==> config.mk <==
export PLATFORM = sky130hd
export DESIGN_NAME = wb_master_arbiter
export DESIGN_NICKNAME = d
export VERILOG_FILES = /design/src/rtl/wb_master_arbiter.sv
export SDC_FILE = /design/constraint.sdc
export NUM_CORES = 1
export LEC_CHECK = 0
export CAP_MARGIN = 10
export CORE_AREA = 2 2 132 134
export DETAILED_ROUTE_END_ITERATION = 8
export DIE_AREA = 0 0 134 136
export SLEW_MARGIN = 20
export SYNTH_ARGS = -nofsm -noshare
export SYNTH_HDL_FRONTEND = slang
export SYNTH_SLANG_ARGS = --single-unit
==> constraint.sdc <==
create_clock -name i_clk -period 4.95 [get_ports i_clk]
set_input_delay 0.495 -clock i_clk [delete_from_list [all_inputs] [get_ports i_clk]]
set_output_delay 0.495 -clock i_clk [all_outputs]
set_load 0.01 [all_outputs]
==> src/rtl/wb_master_arbiter.sv <==
// Wishbone multi-master arbiter: one owner per cyc tenure, round-robin or fixed
// priority selection, owner-only terminations and a stalled-strobe watchdog.
module wb_master_arbiter #(
   parameter int DW         = 32,
   parameter int AW         = 32,
   parameter int NUM_MASTER = 2,
   parameter int TIMEOUT    = 255
) (
   input  logic                    i_clk,
   input  logic                    i_rst,
   input  logic                    roundORpriority,
   input  logic [NUM_MASTER*AW-1:0] wbm_adr_i,
   input  logic [NUM_MASTER*DW-1:0] wbm_dat_i,
   input  logic [NUM_MASTER*4-1:0]  wbm_sel_i,
   input  logic [NUM_MASTER*3-1:0]  wbm_cti_i,
   input  logic [NUM_MASTER*2-1:0]  wbm_bte_i,
   input  logic [NUM_MASTER-1:0]    wbm_we_i,
   input  logic [NUM_MASTER-1:0]    wbm_stb_i,
   input  logic [NUM_MASTER-1:0]    wbm_cyc_i,
   output logic [NUM_MASTER-1:0]    wbm_ack_o,
   output logic [NUM_MASTER-1:0]    wbm_err_o,
   output logic [NUM_MASTER-1:0]    wbm_rty_o,
   output logic [NUM_MASTER*DW-1:0] wbm_dat_o,
   output logic [AW-1:0]            o_adr,
   output logic [DW-1:0]            o_dat,
   output logic [3:0]               o_sel,
   output logic [2:0]               o_cti,
   output logic [1:0]               o_bte,
   output logic                     o_we,
   output logic                     o_stb,
   output logic                     o_cyc,
   input  logic                     i_ack,
   input  logic                     i_err,
   input  logic                     i_rty,
   input  logic [DW-1:0]            s_dat_i,
   output logic [NUM_MASTER-1:0]    o_grant,
   output logic                     o_timeout
);

   localparam int IW = (NUM_MASTER > 1) ? $clog2(NUM_MASTER) : 1;
   localparam int CW = $clog2(TIMEOUT + 1);
   localparam logic [NUM_MASTER-1:0] GRANT_ONE = NUM_MASTER'(1);

   typedef enum logic [1:0] {ST_IDLE, ST_OWN, ST_ABORT} state_t;

   state_t        state;
   logic [IW-1:0] owner;
   logic [IW-1:0] last;
   logic [CW-1:0] cnt;
   logic [IW-1:0] pick;
   logic [IW-1:0] cand;
   logic          found;
   logic          stalled;

   // NOTE: every variable written in always_comb gets a default first, so no
   // path leaves it unassigned and no latch is inferred.
   always_comb begin
      pick  = '0;
      cand  = '0;
      found = 1'b0;
      if (roundORpriority) begin
         for (int i = 0; i < NUM_MASTER; i++) begin
            if (!found && wbm_cyc_i[i]) begin
               pick  = IW'(i);
               found = 1'b1;
            end
         end
      end else begin
         // Round-robin search starts just after the previous winner and wraps.
         for (int k = 1; k <= NUM_MASTER; k++) begin
            cand = IW'((int'(last) + k) % NUM_MASTER);
            if (!found && wbm_cyc_i[cand]) begin
               pick  = cand;
               found = 1'b1;
            end
         end
      end
   end

   assign stalled = (state == ST_OWN) && o_stb && !(i_ack || i_err || i_rty);

   // NOTE: sequential state uses non-blocking assignments only, so every register
   // samples pre-edge values regardless of statement order. All control
   // registers are cleared by the asynchronous reset; there is no memory here.
   always_ff @(posedge i_clk or negedge i_rst) begin
      if (!i_rst) begin
         state     <= ST_IDLE;
         o_grant   <= '0;
         owner     <= '0;
         last      <= IW'(NUM_MASTER - 1);
         cnt       <= '0;
         o_timeout <= 1'b0;
      end else begin
         o_timeout <= 1'b0;
         case (state)
            ST_IDLE: begin
               cnt <= '0;
               if (|wbm_cyc_i) begin
                  o_grant <= GRANT_ONE << pick;
                  owner   <= pick;
                  if (!roundORpriority) last <= pick;
                  state   <= ST_OWN;
               end
            end
            ST_OWN: begin
               if (!wbm_cyc_i[owner]) begin
                  o_grant <= '0;
                  cnt     <= '0;
                  state   <= ST_IDLE;
               end else if (stalled) begin
                  if (cnt == CW'(TIMEOUT - 1)) begin
                     cnt       <= '0;
                     o_timeout <= 1'b1;
                     state     <= ST_ABORT;
                  end else begin
                     cnt <= cnt + CW'(1);
                  end
               end else begin
                  cnt <= '0;
               end
            end
            ST_ABORT: begin
               o_grant <= '0;
               cnt     <= '0;
               state   <= ST_IDLE;
            end
            default: begin
               o_grant <= '0;
               cnt     <= '0;
               state   <= ST_IDLE;
            end
         endcase
      end
   end

   always_comb begin
      o_adr     = '0;
      o_dat     = '0;
      o_sel     = '0;
      o_cti     = '0;
      o_bte     = '0;
      o_we      = 1'b0;
      o_stb     = 1'b0;
      o_cyc     = 1'b0;
      wbm_ack_o = '0;
      wbm_err_o = '0;
      wbm_rty_o = '0;
      if (state == ST_OWN) begin
         o_adr            = wbm_adr_i[int'(owner)*AW +: AW];
         o_dat            = wbm_dat_i[int'(owner)*DW +: DW];
         o_sel            = wbm_sel_i[int'(owner)*4 +: 4];
         o_cti            = wbm_cti_i[int'(owner)*3 +: 3];
         o_bte            = wbm_bte_i[int'(owner)*2 +: 2];
         o_we             = wbm_we_i[owner];
         o_stb            = wbm_stb_i[owner];
         o_cyc            = wbm_cyc_i[owner];
         wbm_ack_o[owner] = i_ack;
         wbm_err_o[owner] = i_err;
         wbm_rty_o[owner] = i_rty;
      end else if (state == ST_ABORT) begin
         // The bus is already released; only the forced error reaches the owner.
         wbm_err_o[owner] = 1'b1;
      end
   end

   assign wbm_dat_o = {NUM_MASTER{s_dat_i}};

endmodule

==> out/metrics.cfg, run 1 <==
[place]
port_buffers=242
routabilityCongestion=0.789
postPlaceCellArea_um2=4530
dp.final_hpwl_um=8160
dpl.cell_count=697
post-place-ws_ns=1.94

[floorplanning]
design.core.area_um2=16900
floorplan.die.width_um=134
fp.dieH_um=136
floorplan.initialDensity=0.140
io_pins=339
die_area_um2=18200
core.rowCount=48

[critical_path]
crit_buf_inv=2
critical_path_max_stage_delay_ns=0.98
worstPathMaxFanout=53
reg2reg_setup_slack_ns=2.53
timing.critical_path.max_delay_family=buffers and inverters
worstPathRequired_ns=4.45
critical_path.slowest_cell=sky130_fd_sc_hd__dfrtp_4
worst-path-stages=4
critical_path.cell_chain=buf_4 > mux2i_1 > nor2_1 > clkdlybuf4s50_1
critical_path.startpoint_type=register
reg2reg_depth=3
worst-endpoint-arrival_ns=2.75
cp-end-kind=output port
critPathKind=reg -> out

[drt]
ant_nets=0
drtIter0Drc=47
drt_wl_total_um=9820
number_of_optimization_iterations_in_the_first_detailed_route_pass=4
drc=0
wire_per_inst_um=14.0
drt-vias-per-instance=3.82
detailroute.via_count=2675

[min_path]
worstHoldPathType=reg -> reg
worstHoldPathCells=2

[power_and_ir_drop]
max-vdd-ir-drop_uv=284
power_per_cell_area_nw_per_um2=387
total_leakage_power_nw=1.75

[final_layout]
areaGrowthSynthToFinish_pct=94.5
final_cell_area_um2=4600
utilization=0.273
final_layout_size_suffix_gt1_frac=0.0252
antenna_cells_inserted=0
layout.nets=669
layout.cells.most_common=sky130_fd_sc_hd__clkdlybuf4s50_1
final_cell_count_no_fill=701
seqCellArea_um2=380
fillers=1789
multi_input_comb_area_um2=1410
final_cell_mix=242 x sky130_fd_sc_hd__clkdlybuf4s50_1, 78 x sky130_fd_sc_hd__nor2_1, 75 x sky130_fd_sc_hd__mux2i_1

[yosys]
synth.largest_area_cell=sky130_fd_sc_hd__mux2i_1
synth_warnings=0
ys_ff_latch=15
netlist-cell-type-count=37
share_of_the_synthesized_area_in_the_top_cell_type=0.317
synthesis.area_per_instance_um2=7.61
syn-num-nets=503
mappedNetlistArea_um2=2370
ys_seq_area_frac=0.159
synth_top_cells_by_area=sky130_fd_sc_hd__mux2i_1 32%, sky130_fd_sc_hd__buf_4 20%, sky130_fd_sc_hd__dfrtp_1 15%, sky130_fd_sc_hd__nor2_1 12%, sky130_fd_sc_hd__nor3_1 1.9%
synthesis.instances=311

[cts]
cts_root_buf=sky130_fd_sc_hd__clkbuf_16
htreeDepth=1
cts.sink_count=15
tritoncts=built
clkSlewWorstSetupHoldPaths_ns=0.05
cts_resized=0
cts.repair_timing.setup_buffer_count=0
clk-insertion-delay-late_ns=0.24
clock_buffer_count_from_cts=3
max-clock-path-buffers=2
postCtsHoldBufs=0

[timing]
timing_hold_violations_final=0
slew-limit-headroom=0.400
part_of_the_cycle_the_worst_path_needs=0.656
fin_setup_tns_ns=0
setup_viol_count_final=0
final.setup.worst_slack_ns=1.70
period_needed_ns=3.25
timing.final.max_slew_violations=0
fin_skew_ns=0.00123
max_clock_freq_mhz=308
tightest_slew_ns=0.899
grt_setup_unrepaired=false

[run]
drv_cap=0

[run_status]
run_status=completed

[global_route]
global_route_total_overflow=0
grt_util_all_layers=0.0932
antenna_found_initial=0
grt_first_pass_wirelength_um=13600
first_global_vias=2574
pin_count_of_the_biggest_net_entering_global_routing=54

-- worst paths after layout --
path / start / endpoint
min: last / last
min in group asynchronous: i_rst / o_timeout
max: owner / o_adr[9]
min reg2reg: last / last
max reg2reg: owner / o_timeout
max in group asynchronous: i_rst / owner
-- per-layer routing --
| layer | up-vias | GRT usage | part of all wire | wire, µm |
|---|---|---|---|---|
| met1 | 1175 | 0.111 | 0.40 | 3940 |
| li1 | 1313 | - | - | - |
| met5 | - | 0 | 0 | 0 |
| met4 | 0 | 0.0319 | 0.022 | 214 |
| met2 | 161 | 0.156 | 0.47 | 4600 |
| met3 | 26 | 0.0321 | 0.11 | 1070 |
-- worst register-to-register path: stages (launching register included) --
cell and delay [ns]:
sky130_fd_sc_hd__dfrtp_4 0.98, sky130_fd_sc_hd__mux2i_1 0.34, sky130_fd_sc_hd__or4b_1 0.74, sky130_fd_sc_hd__nor3_1 0.28
-- cells by family (layout without fill, tap and decap cells) --
logic type | count (synthesis) | count (layout) | synth area share
AO/OA/AOI/OAI | 18 | 18 | 0.0476
XOR/XNOR | 3 | 3 | 0.0111
adder cells (fa/ha/maj) | 2 | 2 | 0.0106
buffers and inverters | 87 | 252 | 0.246
flip-flops | 15 | 15 | 0.159
multiplexers | 76 | 76 | 0.322
AND/OR/NAND/NOR | 110 | 110 | 0.204
-- layout make-up --
cell class | count | share of cell area
inverters | 4 | 0.00326
well taps | 225 | 0.0611
clock buffers | 4 | 0.0171
repair buffers | 244 | 0.529
flip-flops and latches | 15 | 0.0826
multi-input cells | 209 | 0.307
-- cell usage after synthesis, drive strengths merged --
| cell | number |
|---|---|
| or4b | 1 |
| nand4 | 1 |
| xnor2 | 1 |
| a211oi | 1 |
| inv | 4 |
| or3 | 2 |
| a31oi | 1 |
| nand2b | 2 |
| o2bb2ai | 1 |
| nor4 | 1 |
| a22o | 1 |
| o32ai | 1 |
| clkbuf | 8 |
| nand3 | 4 |
| or3b | 1 |
| nor3 | 9 |
| or4 | 1 |
| dfrtp | 14 |
| a21oi | 7 |
| nor2 | 78 |
| mux2i | 75 |
| and3 | 2 |
| nor3b | 2 |
| ha | 2 |
| o21ai | 5 |
| nand2 | 2 |
| o31ai | 1 |
| dfstp | 1 |
| nor2b | 3 |
| buf | 75 |
| xor2 | 2 |
| mux2 | 1 |
| and2 | 1 |
-- power breakdown --
| group | switching [W] | leakage (nW) | internal [W] |
|---|---|---|---|
| sequential | 0.000106 | 0.199 | 0.000146 |
| clock | 0.0000476 | 0.0382 | 0.000109 |
| combinational | 0.000570 | 1.52 | 0.000801 |
-- registers in the layout, indices dropped and copies added (netlist names) --
signal and flops:
o_timeout 1, o_grant 2, last 1, cnt 8, owner 1, state 2
-- metrics by stage --
step                      hold WS, ns  total power [W]
after floorplan                 0.199         0.000929
after global placement          0.515          0.00163
after detailed placement        0.528          0.00165
after CTS                       0.538          0.00181
after global routing            0.575          0.00190
final                           0.536          0.00178
Power figures use the tool's default switching activity.
==> run 2: changes to the inputs <==
CORE_AREA = 2 2 130 132   (was 2 2 132 134)
DIE_AREA = 0 0 132 134   (was 0 0 134 136)
clock period = 3.3 ns   (was 4.95 ns; I/O delays follow)
==> out/metrics.cfg, run 2 (synthesis gave the netlist of run 1 again) <==
[run_status]
run_status=completed

[min_path]
worstHoldPathType=in -> async

[power_and_ir_drop]
clock_power_share=0.088
netSwitchingFraction=0.403
totalPowerFinal_w=0.00269
power_per_cell_area_nw_per_um2=582
combinationalPowerShare=0.775
p_sw_w=0.00108
power.internal_w=0.00161
seqPwrFrac=0.137
max-vdd-ir-drop_uv=275
total_leakage_power_nw=1.76

[final_layout]
final_cell_count_no_fill=697
layout.cells.most_common=sky130_fd_sc_hd__clkdlybuf4s50_1
largest_register_ffs=8
register_with_the_highest_flop_count=cnt
seqCellArea_um2=380
top_regs=cnt: 8 flops, o_grant: 2 flops, state: 2 flops
areaGrowthSynthToFinish_pct=95.1
utilization=0.284
multi_input_comb_area_um2=1410
layout.nets=670
final_cell_mix=242 x sky130_fd_sc_hd__clkdlybuf4s50_1, 78 x sky130_fd_sc_hd__nor2_1, 75 x sky130_fd_sc_hd__mux2i_1
final_layout_size_suffix_gt1_frac=0.0273
fillers=1741
antenna_cells_inserted=0

[global_route]
antenna_found_initial=0
grt_util_all_layers=0.109
grt_first_pass_wirelength_um=15400
first_global_vias=2677
global_route_total_overflow=0
pin_count_of_the_biggest_net_entering_global_routing=48

[timing]
fin_setup_tns_ns=0
part_of_the_cycle_the_worst_path_needs=0.830
worst_hold_slack_ns=0.496
timing_hold_violations_final=0
period_needed_ns=2.74
timing.final.max_slew_violations=0
grt_setup_unrepaired=false
setup_viol_count_final=0
tightest_slew_ns=0.826
fin_skew_ns=0.00300
slew-limit-headroom=0.449
max_clock_freq_mhz=365

[drt]
number_of_optimization_iterations_in_the_first_detailed_route_pass=4
drtIter0Drc=82
ant_nets=0
met2WireLength_um=5120
detailroute.via_count=2718
drt-vias-per-instance=3.90
drt_wl_total_um=10400
wirelength_met1_um=3880
route.met3.wl_um=1220
wire_per_inst_um=14.9
drc=0
top_layer_used=met4

[critical_path]
worstPathMaxFanout=47
critical_path.startpoint_type=register
worst_r2r_startpoint=owner
critPathKind=reg -> out
reg2reg_setup_slack_ns=1.00
worstPathRequired_ns=2.97
rr_endpoint=o_timeout
reg2reg_depth=3
worst-endpoint-arrival_ns=2.41
cp-end-kind=output port

[cts]
clk-insertion-delay-late_ns=0.25
clock_buffer_count_from_cts=3
htreeDepth=1
cts.repair_timing.setup_buffer_count=0
tritoncts=built
cts_root_buf=sky130_fd_sc_hd__clkbuf_16
cts.sink_count=15
postCtsHoldBufs=0
clkSlewWorstSetupHoldPaths_ns=0.05
max-clock-path-buffers=2
cts_resized=0

[floorplanning]
design.core.area_um2=16300
io_pins=339
core.rowCount=47
die_area_um2=17700
fp.dieH_um=134
floorplan.die.width_um=132
floorplan.initialDensity=0.145

[run]
drv_cap=0

[place]
dp.final_hpwl_um=8800
dpl.cell_count=693
routabilityCongestion=0.801
port_buffers=242

[run 2: cell count changes in the layout (fill, tap and decap cells not counted), sizes merged]
cell,previous run,this run
buf,2,3
[run 2: worst max path at each step]
stage,slack [ns],depth (start not counted),startpoint,end
floorplan,1.61,5,state[1],o_adr[10]
global placement,0.74,3,owner,wbm_rty_o[0]
detailed placement,0.81,3,owner,wbm_rty_o[0]
CTS,0.53,3,owner,wbm_rty_o[0]
global route,0.46,4,owner,o_adr[13]
finish,0.56,3,owner,wbm_rty_o[0]
[run 2: critical path, cell delays in order, from the launching register on]
cell and delay, ns:
sky130_fd_sc_hd__dfrtp_4 0.74, sky130_fd_sc_hd__buf_12 0.33, sky130_fd_sc_hd__nor3b_1 0.36, sky130_fd_sc_hd__clkdlybuf4s50_1 0.62
[run 2: metrics by stage]
step	setup slack [ns]	area [µm²]
floorplan	1.61	2370
global placement	0.741	4540
detailed placement	0.806	4540
CTS	0.525	4620
global route	0.462	4620
finish	0.562	4620
[run 2: layout make-up]
cell class | instances | area share
Clock buffer | 4 | 0.0171
Multi-Input combinational cell | 209 | 0.306
Inverter | 4 | 0.00325
Timing Repair Buffer | 245 | 0.532
Sequential cell | 15 | 0.0824
Tap cell | 220 | 0.0596
[run 2: power by group through the flow]
stage,Clock [W],Sequential (W),Combinational (W)
after floorplan,0,0.000245,0.00115
after detailed placement,0,0.000374,0.00210
after global placement,0,0.000370,0.00210
final,0.000236,0.000369,0.00208
after global routing,0.000246,0.000387,0.00223
after CTS,0.000237,0.000371,0.00211
[run 2: routing by layer]
layer,track usage,vias up
met5,0,-
met4,0.0308,0
met3,0.0431,26
met2,0.193,168
met1,0.120,1206
li1,-,1318
==> run 3: changes to the inputs <==
clock period = 2.8 ns   (was 3.3 ns; I/O delays follow)
==> out/metrics.cfg, run 3 (synthesis gave the netlist of run 1 again) <==
[run_status]
run_status=completed

[drt]
number_of_optimization_iterations_in_the_first_detailed_route_pass=4
drt_wl_total_um=10700
ant_nets=0
drc=0
detailroute.via_count=2716
drt-vias-per-instance=3.89
wire_per_inst_um=15.3
drtIter0Drc=49

[cts]
clock_buffer_count_from_cts=3
cts_resized=0
clkSlewWorstSetupHoldPaths_ns=0.05
cts_root_buf=sky130_fd_sc_hd__clkbuf_16
cts.sink_count=15
max-clock-path-buffers=2
htreeDepth=1
clk-insertion-delay-late_ns=0.25
postCtsHoldBufs=0
tritoncts=built
cts.repair_timing.setup_buffer_count=0

[final_layout]
top_regs=cnt: 8 flops, o_grant: 2 flops, state: 2 flops
seqCellArea_um2=380
largest_register_ffs=8
final_cell_mix=242 x sky130_fd_sc_hd__clkdlybuf4s50_1, 78 x sky130_fd_sc_hd__nor2_1, 75 x sky130_fd_sc_hd__mux2i_1
fillers=1746
layout.nets=671
final_layout_size_suffix_gt1_frac=0.0314
utilization=0.285
antenna_cells_inserted=0
areaGrowthSynthToFinish_pct=96.0
register_with_the_highest_flop_count=cnt
multi_input_comb_area_um2=1410
layout.cells.most_common=sky130_fd_sc_hd__clkdlybuf4s50_1

[global_route]
global_route_total_overflow=0
pin_count_of_the_biggest_net_entering_global_routing=51
grt_first_pass_wirelength_um=15700
antenna_found_initial=0
grt_util_all_layers=0.111
first_global_vias=2712

[place]
port_buffers=242
dp.final_hpwl_um=9110
routabilityCongestion=0.843

[timing]
fin_setup_tns_ns=0
fin_skew_ns=0.00388
part_of_the_cycle_the_worst_path_needs=0.861
slew-limit-headroom=0.521
max_clock_freq_mhz=415
setup_viol_count_final=0
period_needed_ns=2.41
tightest_slew_ns=0.716
grt_setup_unrepaired=false
timing_hold_violations_final=0
timing.final.max_slew_violations=0

[power_and_ir_drop]
power_per_cell_area_nw_per_um2=694
total_leakage_power_nw=1.77
totalPowerFinal_w=0.00322
max-vdd-ir-drop_uv=372

[critical_path]
rr_endpoint=o_timeout
cp-end-kind=output port
worstPathRequired_ns=2.52
worstPathMaxFanout=30
reg2reg_setup_slack_ns=0.68
critPathKind=reg -> out
critical_path.startpoint_type=register
worst-endpoint-arrival_ns=2.13
worst_r2r_startpoint=state[1]
reg2reg_depth=4

[min_path]
worstHoldPathType=in -> async

[floorplanning]
design.core.area_um2=16300
core.rowCount=47
floorplan.initialDensity=0.145
fp.dieH_um=134
io_pins=339
floorplan.die.width_um=132
die_area_um2=17700

[run]
drv_cap=0

## run 3: layout make-up
cell class,count,area share
inverter,4,0.00324
clock inverter,1,0.00108
tap,220,0.0593
timing repair buffer,246,0.534
multi-input combinational,209,0.304
sequential,15,0.0820
clock buffer,3,0.0162
## run 3: stage by stage
stage               area [µm²]  std cells  hold WS [ns]  setup WS [ns]
global placement          4560        694         0.510          0.614
floorplan                 2370        311       -0.0156           1.16
finish                    4640        698         0.466          0.388
CTS                       4640        698         0.482          0.355
detailed placement        4560        694         0.524          0.544
global route              4640        698         0.520          0.261
## run 3: how the worst max path moves through the flow
stage | from | end | slack [ns] | cells after the start
after global routing | owner | o_adr[14] | 0.26 | 4
after detailed placement | i_ack | o_timeout | 0.54 | 4
after global placement | i_ack | state[1] | 0.61 | 4
final | owner | o_adr[14] | 0.39 | 4
after floorplan | state[1] | o_adr[10] | 1.16 | 5
after CTS | owner | o_adr[14] | 0.35 | 4
## run 3: critical path: stages, from the launching register on
cell                              delay [ns]
sky130_fd_sc_hd__dfrtp_4                0.68
sky130_fd_sc_hd__buf_12                 0.28
sky130_fd_sc_hd__mux2i_1                0.31
sky130_fd_sc_hd__nor2_1                 0.07
sky130_fd_sc_hd__clkdlybuf4s50_1        0.50
## run 3: routing by layer
layer	wire, µm	part of all wire	GRT usage
met2	5510	0.51	0.200
met4	143	0.013	0.0320
met1	4080	0.38	0.126
met5	0	0	0
met3	973	0.091	0.0351
## run 3: power by group
part / internal [W] / switching (W)
clock: 0.000191 / 0.0000885
combinational: 0.00146 / 0.00112
sequential: 0.000260 / 0.000104
